**src/rtl/uart_hex_entry_buffer.sv**
```systemverilog
// Hex keypad entry from UART bytes, driving an 8-digit seven-segment display and publishing committed values.
// One byte per 2 cycles (rx_ready low while decoding); err/value_valid one cycle after decode, display one cycle later.
module uart_hex_entry_buffer #(
  parameter int ERR_CYCLES = 50_000_000,
  parameter bit LF_COMMITS = 1'b1
) (
  input  logic        CLOCK_100,
  input  logic        reset_n,
  input  logic [7:0]  rx_data,
  input  logic        rx_valid,
  output logic        rx_ready,
  output logic [31:0] hex_digits,
  output logic [7:0]  blank,
  output logic [7:0]  dec_points,
  output logic [31:0] value,
  output logic        value_valid,
  output logic        err
);

  localparam int TW = $clog2(ERR_CYCLES + 1);
  localparam logic [TW-1:0] TIMER_LOAD = TW'(ERR_CYCLES - 1);

  typedef enum logic {IDLE, DECODE} state_t;

  state_t        state, state_nxt;
  logic          capture, apply;
  logic [7:0]    rx_q;
  logic [31:0]   digits;
  logic [3:0]    cnt;
  logic          show;
  logic [TW-1:0] timer;

  logic          is_hex, is_bs, is_esc, is_commit, reject;
  logic [3:0]    nib;
  logic [7:0]    entry_blank, lz_blank;
  logic          seen;

  always_ff @(posedge CLOCK_100 or negedge reset_n) begin
    if (!reset_n) state <= IDLE;
    else          state <= state_nxt;
  end

  always_comb begin
    state_nxt = state;
    rx_ready  = 1'b0;
    capture   = 1'b0;
    apply     = 1'b0;
    case (state)
      IDLE: begin
        rx_ready = 1'b1;
        if (rx_valid) begin
          capture   = 1'b1;
          state_nxt = DECODE;
        end
      end
      DECODE: begin
        apply     = 1'b1;
        state_nxt = IDLE;
      end
      default: state_nxt = IDLE;
    endcase
  end

  // Letters map via the low nibble: 'A'/'a' end in 1, so +9 gives 0xA.
  always_comb begin
    is_hex = 1'b0;
    nib    = 4'h0;
    if (rx_q >= 8'h30 && rx_q <= 8'h39) begin
      is_hex = 1'b1;
      nib    = rx_q[3:0];
    end else if ((rx_q >= 8'h41 && rx_q <= 8'h46) || (rx_q >= 8'h61 && rx_q <= 8'h66)) begin
      is_hex = 1'b1;
      nib    = rx_q[3:0] + 4'd9;
    end
    is_bs     = (rx_q == 8'h08) || (rx_q == 8'h7F);
    is_esc    = (rx_q == 8'h1B);
    is_commit = (rx_q == 8'h0D) || (LF_COMMITS && rx_q == 8'h0A);
    reject    = (is_hex && cnt == 4'd8) || (is_bs && cnt == 4'd0) ||
                !(is_hex || is_bs || is_esc || is_commit);
  end

  always_comb begin
    entry_blank = 8'h00;
    for (int i = 1; i < 8; i++) entry_blank[i] = (4'(i) >= cnt);
  end

  // Leading-zero suppression walks down from the top digit; digit 0 always shows.
  always_comb begin
    lz_blank = 8'h00;
    seen     = 1'b0;
    for (int i = 7; i >= 1; i--) begin
      seen        = seen | (value[i*4 +: 4] != 4'h0);
      lz_blank[i] = !seen;
    end
  end

  always_ff @(posedge CLOCK_100 or negedge reset_n) begin
    if (!reset_n) begin
      rx_q        <= 8'h00;
      digits      <= 32'h0;
      cnt         <= 4'd0;
      show        <= 1'b0;
      timer       <= '0;
      value       <= 32'h0;
      value_valid <= 1'b0;
      err         <= 1'b0;
      hex_digits  <= 32'h0;
      blank       <= 8'hFE;
      dec_points  <= 8'h00;
    end else begin
      err         <= 1'b0;
      value_valid <= 1'b0;
      if (capture) rx_q <= rx_data;

      if (apply && reject)  timer <= TIMER_LOAD;
      else if (timer != '0) timer <= timer - TW'(1);

      if (apply) begin
        if (reject) begin
          err <= 1'b1;
        end else if (is_commit) begin
          value       <= digits;
          value_valid <= 1'b1;
          digits      <= 32'h0;
          cnt         <= 4'd0;
          show        <= 1'b1;
        end else if (is_esc) begin
          digits <= 32'h0;
          cnt    <= 4'd0;
          show   <= 1'b0;
        end else if (is_hex) begin
          digits <= {digits[27:0], nib};
          cnt    <= cnt + 4'd1;
          show   <= 1'b0;
        end else begin
          digits <= {4'h0, digits[31:4]};
          cnt    <= cnt - 4'd1;
          show   <= 1'b0;
        end
      end

      hex_digits <= show ? value : digits;
      blank      <= show ? lz_blank : entry_blank;
      dec_points <= (timer != '0) ? 8'hFF : (show ? 8'h01 : 8'h00);
    end
  end

endmodule

```
**config.mk**
```make
export PLATFORM = sky130hd
export DESIGN_NAME = uart_hex_entry_buffer
export DESIGN_NICKNAME = d
export VERILOG_FILES = /design/src/rtl/uart_hex_entry_buffer.sv
export SDC_FILE = /design/constraint.sdc
export NUM_CORES = 1
export LEC_CHECK = 0
export BUFFER_PORTS_ARGS = -buffer_cell sky130_fd_sc_hd__buf_4
export CAP_MARGIN = 10
export CORE_MARGIN = 1.5
export CORE_UTILIZATION = 30
export CTS_CLUSTER_SIZE = 24
export DETAILED_ROUTE_END_ITERATION = 8
export SLEW_MARGIN = 10
export SYNTH_ARGS = -nofsm -noshare
export SYNTH_HDL_FRONTEND = slang
export SYNTH_SLANG_ARGS = --single-unit
```
**constraint.sdc**
```tcl
create_clock -name CLOCK_100 -period 7.1 [get_ports CLOCK_100]
set_input_delay 0.355 -clock CLOCK_100 [delete_from_list [all_inputs] [get_ports CLOCK_100]]
set_output_delay 0.355 -clock CLOCK_100 [all_outputs]
set_load 0.03 [all_outputs]
```
# Word-level counts from Yosys, hierarchy flattened
# Index checks and enable logic that the tools add are counted.
[word_totals] in_bits=11 elab_cells=103 register_bits=154 out_inout_bits=83
[classes] n_reduce_logical=34 mux=26 n_lt_le_gt_ge=13 eq_ne=6 n_bitwise=8 addsub=4
[op_table] op="two-way mux 32 bit" n=4
[op_table] op="two-way mux 26 bit" n=2
[op_table] op="nonzero test 4 bit" n=7
[op_table] op="nonzero test 26 bit" n=1
[op_table] op="subtractor 26 x 1 -> 26 bit (second input constant)" n=1
[op_table] op="equality test 8 x 4 -> 1 bit (second input constant)" n=3
[op_table] op="two-way mux 4 bit" n=5
[op_table] op=">= comparator 3 x 4 -> 1 bit (first input constant)" n=4
[op_table] op=">= comparator 8 x 7 -> 1 bit (second input constant)" n=2
[op_table] op="less-or-equal comparator 8 x 7 -> 1 bit (second input constant)" n=2
[op_table] op="two-way mux 8 bit" n=2
[op_table] op="two-way mux 1 bit" n=12
[op_table] op="equality test 8 x 5 -> 1 bit (second input constant)" n=1
[op_table] op="equality test 8 x 7 -> 1 bit (second input constant)" n=1
[op_table] op=">= comparator 2 x 4 -> 1 bit (first input constant)" n=2
[op_table] op=">= comparator 8 x 6 -> 1 bit (second input constant)" n=1
[op_table] op="less-or-equal comparator 8 x 6 -> 1 bit (second input constant)" n=1
[op_table] op="logical NOT 1 bit" n=8
[op_table] op="logical OR 1 bit" n=8
[op_table] op="logical AND 1 bit" n=6
[op_table] op="OR 1 bit" n=6
[op_table] op="adder 4 x 1 -> 4 bit (second input constant)" n=1
[op_table] op="adder 4 bit (second input constant)" n=1
[op_table] op="equality test 4 bit (second input constant)" n=1
[op_table] op="8 further kinds" n=9

# Logic depth before layout (Yosys ltp)
# Gate-level depths: netlist (run 1).
[logic_depth] word_depth=12 ltp_mapped=10 depth_no_buf=9

# Worst setup path before layout (run 1)
# No wires, ideal clock.
[synth_path] path_kind="register -> register" start="reg rx_q[6]" end="reg digits[10]" path_buffers=2 path_stages_with_launch=9 setup_slack_ns=4.143 synth_period_minus_slack_ns=2.957 t_required_ns=6.973 t_arrival_ns=2.829 setup_time_ns=0.127 path_cell_list="dfrtp_1 -> or4b_4 -> or4b_1 -> a311o_1 -> o22ai_4 -> or2_1 -> buf_4 -> buf_6 -> mux2_1"
[synth_via] elab_chain_cells=12 word_cells_on_any_way=32 classes_between="6 x order compare; 5 x eq/ne; 5 x mux; 1 x bitwise; 15 x reduce/logical"
[synth_rtl] element="from (decl)" line="27" rtl="logic [7:0] rx_q;"
[synth_rtl] element="from (signal assigned)" line="113" rtl="if (capture) rx_q <= rx_data;"
[synth_rtl] element=">= comparator 8 x 7 -> 1 bit / less-or-equal comparator 8 x 7 -> 1 bit (equally long branches)" line="71" rtl="end else if ((rx_q >= 8'h41 && rx_q <= 8'h46) || (rx_q >= 8'h61 && rx_q <= 8'h66)) begin"
[synth_rtl] element="logical AND 1 bit" line="71"
[synth_rtl] element="logical OR 1 bit" line="71"
[synth_rtl] element="two-way mux 1 bit" line="71"
[synth_rtl] element="two-way mux 1 bit" line="68" rtl="if (rx_q >= 8'h30 && rx_q <= 8'h39) begin"
[synth_rtl] element="logical OR 1 bit (3 in series)" line="79" rtl="!(is_hex || is_bs || is_esc || is_commit);"
[synth_rtl] element="logical NOT 1 bit" line="79"
[synth_rtl] element="logical OR 1 bit" line="78" rtl="reject = (is_hex && cnt == 4'd8) || (is_bs && cnt == 4'd0) ||"
[synth_rtl] element="NOT 1 bit (no line)"
[synth_rtl] element="AND reduction 2 bit (no line)"
[synth_rtl] element="to (signal assigned)" line="132" rtl="digits <= {digits[27:0], nib};"
[synth_rtl] element="to (signal assigned)" line="136" rtl="digits <= {4'h0, digits[31:4]};"
[synth_rtl] element="to (decl)" line="28" rtl="logic [31:0] digits;"
# Parallel ways exist; a longest one is shown, timed or not.
# A chain may end at the register's enable or synchronous reset.

# Worst setup path in the final report (run 1)
[layout_path] start="reg rx_q[4]" end="reg timer[1]"
[layout_via] elab_chain_cells=12 word_cells_on_any_way=30 classes_between="6 x order compare; 5 x eq/ne; 3 x mux; 16 x reduce/logical"
[layout_rtl] element=">= comparator 8 x 7 -> 1 bit / less-or-equal comparator 8 x 7 -> 1 bit (equally long branches)" line="71"
[layout_rtl] element="logical AND 1 bit" line="71"
[layout_rtl] element="logical OR 1 bit" line="71"
[layout_rtl] element="two-way mux 1 bit" line="71"
[layout_rtl] element="two-way mux 1 bit" line="68"
[layout_rtl] element="logical OR 1 bit (3 in series)" line="79"
[layout_rtl] element="logical NOT 1 bit" line="79"
[layout_rtl] element="logical OR 1 bit *" line="78"
[layout_rtl] element="logical AND 1 bit *" line="115" rtl="if (apply && reject) timer <= TIMER_LOAD;"
[layout_rtl] element="two-way mux 26 bit / nonzero test 2 bit (equally long branches)"
[layout_rtl] element="to (signal assigned)" line="116" rtl="else if (timer != '0) timer <= timer - TW'(1);"
[layout_rtl] element="to (decl)" line="31" rtl="logic [TW-1:0] timer;"
# Every way passes the cells marked *; elsewhere a longest branch is shown, timed or not.

==> impl_metrics.toml, run 1 <==
[grt]
busiest_layer = "met2"
grt_pass1_vias = 4575
overflow = 0
gr-usage-met1 = 0.198
grt_max_degree = 96
track_usage = 0.137
grt_pass1_wl_um = 25300
grt_use_met3 = 0.0395
globalRouteMet2Util = 0.203
antenna_found_initial = 0

[power_and_ir_drop]
ir_drop_uv = 174
power_density_nw_per_um2 = 265
p_leak_nw = 3.73

[timing]
tightest_slew_ns = 1.01
skew_ns = 0.0160
fmax_mhz = 291
rsz0062_at_grt = "false"
post-route-period-util = 0.484
hold-worst-slack_ns = 0.0296
hold_viol = 0
relSlewSlack = 0.324
setup_viol = 0
fin_setup_tns_ns = 0
final_max_slew_viol_count = 0
layout_min_cycle_time_ns = 3.44

[clock_tree]
postCtsHoldBufs = 0
cts_tree = "yes"
cts_buffers = 17
path_clk_slew_ns = 0.06
cts_setup_buffers = 0
cts_resized = 0
clk_latency_ns = 0.43
cts_buffer_depth = 2
htree_levels = 4
cts_sinks = 147
cts_root_buffer = "clkbuf_16"

[synthesis]
syn_area_per_cell_sq_um = 11.5
ys_ff_latch = 147
synth-compound-area-share = 0.0770
synth_nets = 602
postSynthCellCount = 581
synth-xor-area-share = 0.0275
synth_area_sq_um = 6690
synth_edf_count = 0
synth.area.top_cells = "dfrtp_1 (52%), mux2_2 (12%), nand2_1 (4.8%)"
synth_top_family_by_area = "multiplexers"
async_reset_ff_frac = 1.00
yosysSeqAreaShare = 0.551
synthAdderAreaFrac = 0.0187
synth_most_common_cell = "dfrtp_1"
ys.flop_type = "dfrtp_1"
synth_top_area_frac = 0.523
yosys.area.top_type = "dfrtp_1"
synthDistinctLibCells = 59
synth_common_cells = "dfrtp_1 (140), nand2_1 (85), mux2_2 (71)"
synth-simple-area-share = 0.129
synthMuxAreaShare = 0.161
ys_warn_count = 0

[route]
ant_nets = 0
dr.pass1.iters = 4
drc = 0
wl_um = 15400
wl_per_cell_um = 16.1
vias = 4574
viasPerCell = 4.79
drt_iter0_markers = 268

[floorplanning]
die-area_sq_um = 23200
start_util = 0.307
rows = 54
chipHeight_um = 152
fp.dieW_um = 152
coreArea_sq_um = 21800
io_pins = 94

[worst_setup_path]
cp_num_cells = 7
max_stage_delay_ns = 0.59
r2r_end = "timer[1]"
r2r_setup_slack_ns = 3.66
rr_worst_depth = 7
critPathBufInv = 1
criticalPathCategory = "register to register"
worstSetupEndpointType = "register"
crit_path_top_delay_cell = "or4b_1"
crit_fanout = 18
cp_top_family = "simple AND/OR/NAND/NOR gates"
r2r_start = "rx_q[4]"
crit_chain = "or4b_1, or3b_2, o211ai_2, o22ai_4, nand2_1, clkinv_1, or2_1"
cp-endpoint = "timer[1]"
start_kind = "register"
worst_ep_required_time_ns = 7.40
critPathLaunch = "rx_q[4]"
cp_data_arrival_time_ns = 3.74

[min_path]
hp-class = "primary input to asynchronous set/reset pin"

[cells_and_area]
diodes = 0
fin_nets = 684
syn2layout_area_growth_pct = 22.4
drive_above_1_share = 0.317
fillerInstances = 2141

[placement]
gp_congestion = 0.847
port_buffers = 92
dp_hpwl_um = 10200

[flow_run]
max_cap_violations = 0

[outcome]
outcome = "finished, final reports clean"
## worst reg2reg max path: stages, from the launching register on
cell and delay (ns):
dfrtp_1 0.45, or4b_1 0.59, or3b_2 0.54, o211ai_2 0.14
o22ai_4 0.17, nand2_1 0.58, clkinv_1 0.50, or2_1 0.34
## sequential cells by signal (all words and copies together) (netlist names)
register,count
blank,7
cnt,4
dec_points,2
digits,32
err,1
hex_digits,32
rx_q,8
show,1
state,1
timer,26
value,32
value_valid,1
## cell usage in the layout, fill, tap and decap left out, types with 6 or more instances in the layout
cell type	netlist	final
or3_1	7	7
nor3_1	11	11
nand2_1	85	85
or4_1	6	6
nor4_1	11	11
buf_4	8	95
dfrtp_1	140	139
o21ai_0	45	45
inv_1	13	13
mux2_1	23	23
dfstp_2	7	7
xnor2_1	14	14
ha_1	10	10
xor2_1	7	7
mux2_2	71	71
clkbuf_16	0	17
nor2_1	24	24
## where the power goes
group          total [mW]  internal, mW  leakage, nW  switching (mW)
Sequential          0.964         0.902         1.90          0.0622
Combinational       0.290         0.115         1.55           0.176
Clock               0.917         0.559        0.280           0.358
Total                2.17          1.58         3.73           0.596
## per-stage QoR
| step | total power, mW | instance area, sq um | utilization | setup WS (ns) | std cells |
|---|---|---|---|---|---|
| 2_1_floorplan | 1.16 | 6690 | - | 4.14 | 581 |
| 3_3_place_gp | 1.27 | 7600 | 0.348 | 3.75 | 924 |
| 3_5_place_dp | 1.27 | 7600 | 0.348 | 3.68 | 924 |
| 4_1_cts | 2.20 | 8200 | 0.376 | 3.66 | 955 |
| 5_1_grt | 2.28 | 8200 | 0.376 | 3.46 | 955 |
| 6_report | 2.17 | 8200 | 0.376 | 3.66 | 955 |
## layer usage
layer	up-vias	routed length, um
li1	2205	-
met3	10	730
met1	2262	7580
met2	97	6960
met5	-	0
met4	0	140
## layout make-up
type	count	area, sq um	share of cell area
Clock buffer	18	439	0.0536
Inverter	15	56.3	0.00687
Sequential cell	147	3690	0.450
Clock inverter	13	160	0.0195
Timing Repair Buffer	96	724	0.0884
Multi-Input combinational cell	386	2780	0.339
Tap cell	280	350	0.0427
## worst min path at each step
stage,endpoint,from
6_report,timer[13],reset_n
5_1_grt,timer[13],reset_n
4_1_cts,timer[13],reset_n
3_5_place_dp,hex_digits[23],reset_n
3_3_place_gp,value[0],value[0]
2_1_floorplan,cnt[0],reset_n
## kinds of logic after synthesis
family | after synthesis
compound gates | 80
mux | 96
fa+ha+maj | 10
buf+inv | 48
flops | 147
simple gates | 178
other cells | 1
xor+xnor | 21
Note: power is estimated with default switching activity, not from simulation.
==> run 2, diff against run 1 <==
==> constraint.sdc (replaced) <==
create_clock -name CLOCK_100 -period 3.55 [get_ports CLOCK_100]
set_input_delay 0.1775 -clock CLOCK_100 [delete_from_list [all_inputs] [get_ports CLOCK_100]]
set_output_delay 0.1775 -clock CLOCK_100 [all_outputs]
set_load 0.03 [all_outputs]
==> impl_metrics.toml, run 2 (same netlist as run 1, synthesis figures left out) <==
[floorplanning]
start_util = 0.307
rows = 54
chipHeight_um = 152
fp.dieW_um = 152
coreArea_sq_um = 21800
io_pins = 94
die-area_sq_um = 23200

[power_and_ir_drop]
p_comb_frac = 0.137
pwr-share-clk = 0.427
p_leak_nw = 3.82
swShare = 0.270
intPower_mw = 3.23
power_density_nw_per_um2 = 529
ir_drop_uv = 323
seqPwrFrac = 0.436
power_mw = 4.43
p_sw_mw = 1.20

[placement]
dp_hpwl_um = 10500
port_buffers = 92
place_ws_ns = 0.415
dp.cells = 929
gp_congestion = 0.756

[grt]
overflow = 0
grt_pass1_wl_um = 24900
grt_pass1_vias = 4559
antenna_found_initial = 0
track_usage = 0.136
grt_max_degree = 76

[clock_tree]
htree_levels = 4
cts_sinks = 147
path_clk_slew_ns = 0.06
cts_buffer_depth = 2
clk_latency_ns = 0.42
cts_setup_buffers = 0
cts_buffers = 17
cts_tree = "yes"
cts_root_buffer = "clkbuf_16"

[timing]
fmax_mhz = 317
tightest_slew_ns = 0.980
setup_viol = 0
relSlewSlack = 0.346
final_max_slew_viol_count = 0
fin_setup_tns_ns = 0
post-route-period-util = 0.887
rsz0062_at_grt = "false"
hold_viol = 0
skew_ns = 0.00796
layout_min_cycle_time_ns = 3.15
fin_ws_ns = 0.400

[min_path]
min_from = "rx_valid"
hold_path_end = "state"
hold_path_depth = 2
hp-class = "primary input to register"

[route]
viasPerCell = 4.87
vias = 4726
wl_per_cell_um = 16.0
wl_um = 15500
dr.pass1.iters = 5
drt_iter0_markers = 223
drc = 0
ant_nets = 0

[cells_and_area]
stdcell_count = 970
diodes = 0
mostFrequentLayoutCell = "dfrtp_1"
reg_top3 = "digits x32, hex_digits x32, value x32"
drive_above_1_share = 0.319
layout_common_cells = "dfrtp_1 (139), buf_4 (98), nand2_1 (85), mux2_2 (71), o21ai_0 (45)"
syn2layout_area_growth_pct = 25.2
fin_nets = 698

[worst_setup_path]
r2r_end = "digits[0]"
worstSetupEndpointType = "register"
cp_data_arrival_time_ns = 3.46
r2r_setup_slack_ns = 0.40
rr_worst_depth = 7
worst_ep_required_time_ns = 3.86
r2r_start = "rx_q[6]"
crit_fanout = 35
criticalPathCategory = "register to register"
start_kind = "register"

[outcome]
outcome = "finished, final reports clean"

[flow_run]
max_cap_violations = 0
## run 2: what timing repair did
action / CTS / global route
hold buffers: 9 / 0
hold endpoints to repair: 80 / 0
gates resized for setup: 0 / 0
## run 2: layer usage
layer	track usage	wire [um]
met1	0.184	7330
met2	0.209	7360
met3	0.0407	654
met4	0.0411	161
met5	0	0
## run 2: critical path: stages (launching register included)
cell     delay, ns
dfrtp_1       0.43
or4b_4        0.57
or4b_1        0.53
a311o_1       0.42
o22ai_4       0.29
or2_1         0.19
buf_12        0.22
mux2_2        0.35
## run 2: metrics by stage
step | area, sq um | hold slack, ns | utilization
global placement | 7660 | 0.254 | 0.351
floorplan | 6690 | -0.118 | -
global route | 8380 | 0.217 | 0.384
CTS | 8380 | 0.181 | 0.384
detailed placement | 7660 | 0.256 | 0.351
finish | 8380 | 0.199 | 0.384
## run 2: worst max-delay path by stage
stage / startpoint / endpoint / slack (ns) / depth (start not counted)
6_report: rx_q[6] / digits[0] / 0.40 / 7
4_1_cts: rx_q[6] / digits[27] / 0.40 / 7
3_3_place_gp: rx_q[6] / digits[2] / 0.46 / 7
2_1_floorplan: rx_q[6] / digits[10] / 0.59 / 8
5_1_grt: rx_q[6] / digits[6] / 0.25 / 7
3_5_place_dp: rx_q[6] / digits[27] / 0.42 / 7
## run 2: power groups by stage
stage	Combinational, mW	Clock (mW)	Sequential, mW
6_report	0.606	1.89	1.93
2_1_floorplan	0.324	0	2.00
5_1_grt	0.667	2.01	1.95
3_5_place_dp	0.602	0	1.95
3_3_place_gp	0.601	0	1.95
4_1_cts	0.615	1.93	1.93
## run 2: layout make-up
class	count	area, sq um
Clock buffer	21	480
Clock inverter	11	149
Timing Repair Buffer	110	877
Tap cell	280	350
Inverter	15	56.3
Fill cell	2142	13400
Sequential cell	147	3690
Multi-Input combinational cell	386	2780
==> run 3, diff against run 2 <==
==> constraint.sdc (replaced) <==
create_clock -name CLOCK_100 -period 3.01 [get_ports CLOCK_100]
set_input_delay 0.1505 -clock CLOCK_100 [delete_from_list [all_inputs] [get_ports CLOCK_100]]
set_output_delay 0.1505 -clock CLOCK_100 [all_outputs]
set_load 0.03 [all_outputs]
==> impl_metrics.toml, run 3 (same netlist as run 1, synthesis figures left out) <==
[clock_tree]
cts_buffer_depth = 2
cts_tree = "yes"
path_clk_slew_ns = 0.07
cts_buffers = 17
cts_root_buffer = "clkbuf_16"
clk_latency_ns = 0.43
cts_sinks = 147
htree_levels = 4

[route]
wl_um = 16100
ant_nets = 0
viasPerCell = 4.84
wl_per_cell_um = 16.4
dr.pass1.iters = 5
vias = 4771
drc = 0
drt_iter0_markers = 204

[placement]
gp_congestion = 0.794
placed_area_sq_um = 7730
dp.cells = 937
place_ws_ns = 0.0383
port_buffers = 92
dp_hpwl_um = 10500

[min_path]
hp-class = "primary input to register"
hold_path_end = "state"
hold_path_depth = 2
min_from = "rx_valid"

[grt]
grt_pass1_wl_um = 25700
overflow = 0
grt_max_degree = 93
antenna_found_initial = 0
gr-usage-met1 = 0.195
grt_use_met3 = 0.0353
globalRouteMet2Util = 0.212
busiest_layer = "met2"
grt_pass1_vias = 4615
track_usage = 0.139

[worst_setup_path]
rr_worst_depth = 9
start_kind = "register"
crit_fanout = 7
worst_ep_required_time_ns = 3.32
criticalPathCategory = "register to register"
r2r_setup_slack_ns = 0.07
r2r_start = "rx_q[6]"
worstSetupEndpointType = "register"
r2r_end = "value[8]"
cp_data_arrival_time_ns = 3.25
critPathLaunch = "rx_q[6]"

[floorplanning]
die-area_sq_um = 23200
rows = 54
coreArea_sq_um = 21800
io_pins = 94
fp.dieW_um = 152
chipHeight_um = 152
start_util = 0.307

[power_and_ir_drop]
p_leak_nw = 3.90
ir_drop_uv = 372
power_mw = 5.13
power_density_nw_per_um2 = 602

[cells_and_area]
reg_top3 = "digits x32, hex_digits x32, value x32"
post-route-util = 0.391
fillerInstances = 2134
post-route-cell-area_sq_um = 8530
layout_common_cells = "dfrtp_1 (137), buf_4 (108), nand2_1 (85), mux2_2 (71), o21ai_0 (45)"
stdcell_count = 986
fin_nets = 714
drive_above_1_share = 0.343
mostFrequentLayoutCell = "dfrtp_1"
syn2layout_area_growth_pct = 27.5
diodes = 0

[timing]
post-route-period-util = 0.976
fin_ws_ns = 0.0725
layout_min_cycle_time_ns = 2.94
tightest_slew_ns = 0.992
fmax_mhz = 340
final_max_slew_viol_count = 0
hold-worst-slack_ns = 0.171
hold_viol = 0
setup_viol = 0
relSlewSlack = 0.339
fin_setup_tns_ns = 0
skew_ns = 0.0151

[outcome]
outcome = "finished, final reports clean"

[flow_run]
max_cap_violations = 0
run 3: timing repair:
action,CTS,global route
hold buffers,9,0
resized for setup,0,9
hold endpoints to repair,92,0
setup buffers,0,5
setup endpoints to repair,0,69
run 3: worst max path at each step:
stage | end | slack [ns] | cells after the start
final | value[8] | 0.07 | 9
after global routing | value[0] | -0.0001 | 9
after CTS | digits[9] | 0.02 | 7
after detailed placement | digits[17] | 0.04 | 7
after global placement | value[15] | 0.08 | 8
after floorplan | digits[10] | 0.05 | 8
run 3: cell type report:
class / count / area, sq um / area share
flip-flops and latches: 147 / 3690 / 0.433
multi-input cells: 386 / 2790 / 0.327
repair buffers: 126 / 1060 / 0.124
clock buffers: 20 / 467 / 0.0547
well taps: 280 / 350 / 0.0411
clock inverters: 12 / 119 / 0.0139
inverters: 15 / 60.1 / 0.00704
run 3: layer usage:
metal	up-vias	wire, um
li1	2267	-
met4	0	210
met5	-	0
met2	109	7610
met3	13	708
met1	2382	7610
run 3: power by group:
part	internal [mW]	total, mW	switching [mW]
Sequential	2.13	2.27	0.143
Combinational	0.318	0.757	0.439
Clock	1.22	2.11	0.888
Total	3.66	5.13	1.47
run 3: worst max-delay path, stage by stage (launching register included):
cell,delay (ns)
dfrtp_2,0.44
or4b_4,0.56
or4b_4,0.51
a311o_1,0.33
o22ai_4,0.18
buf_6,0.14
nor3_4,0.05
buf_4,0.17
clkbuf_16,0.16
mux2_2,0.27
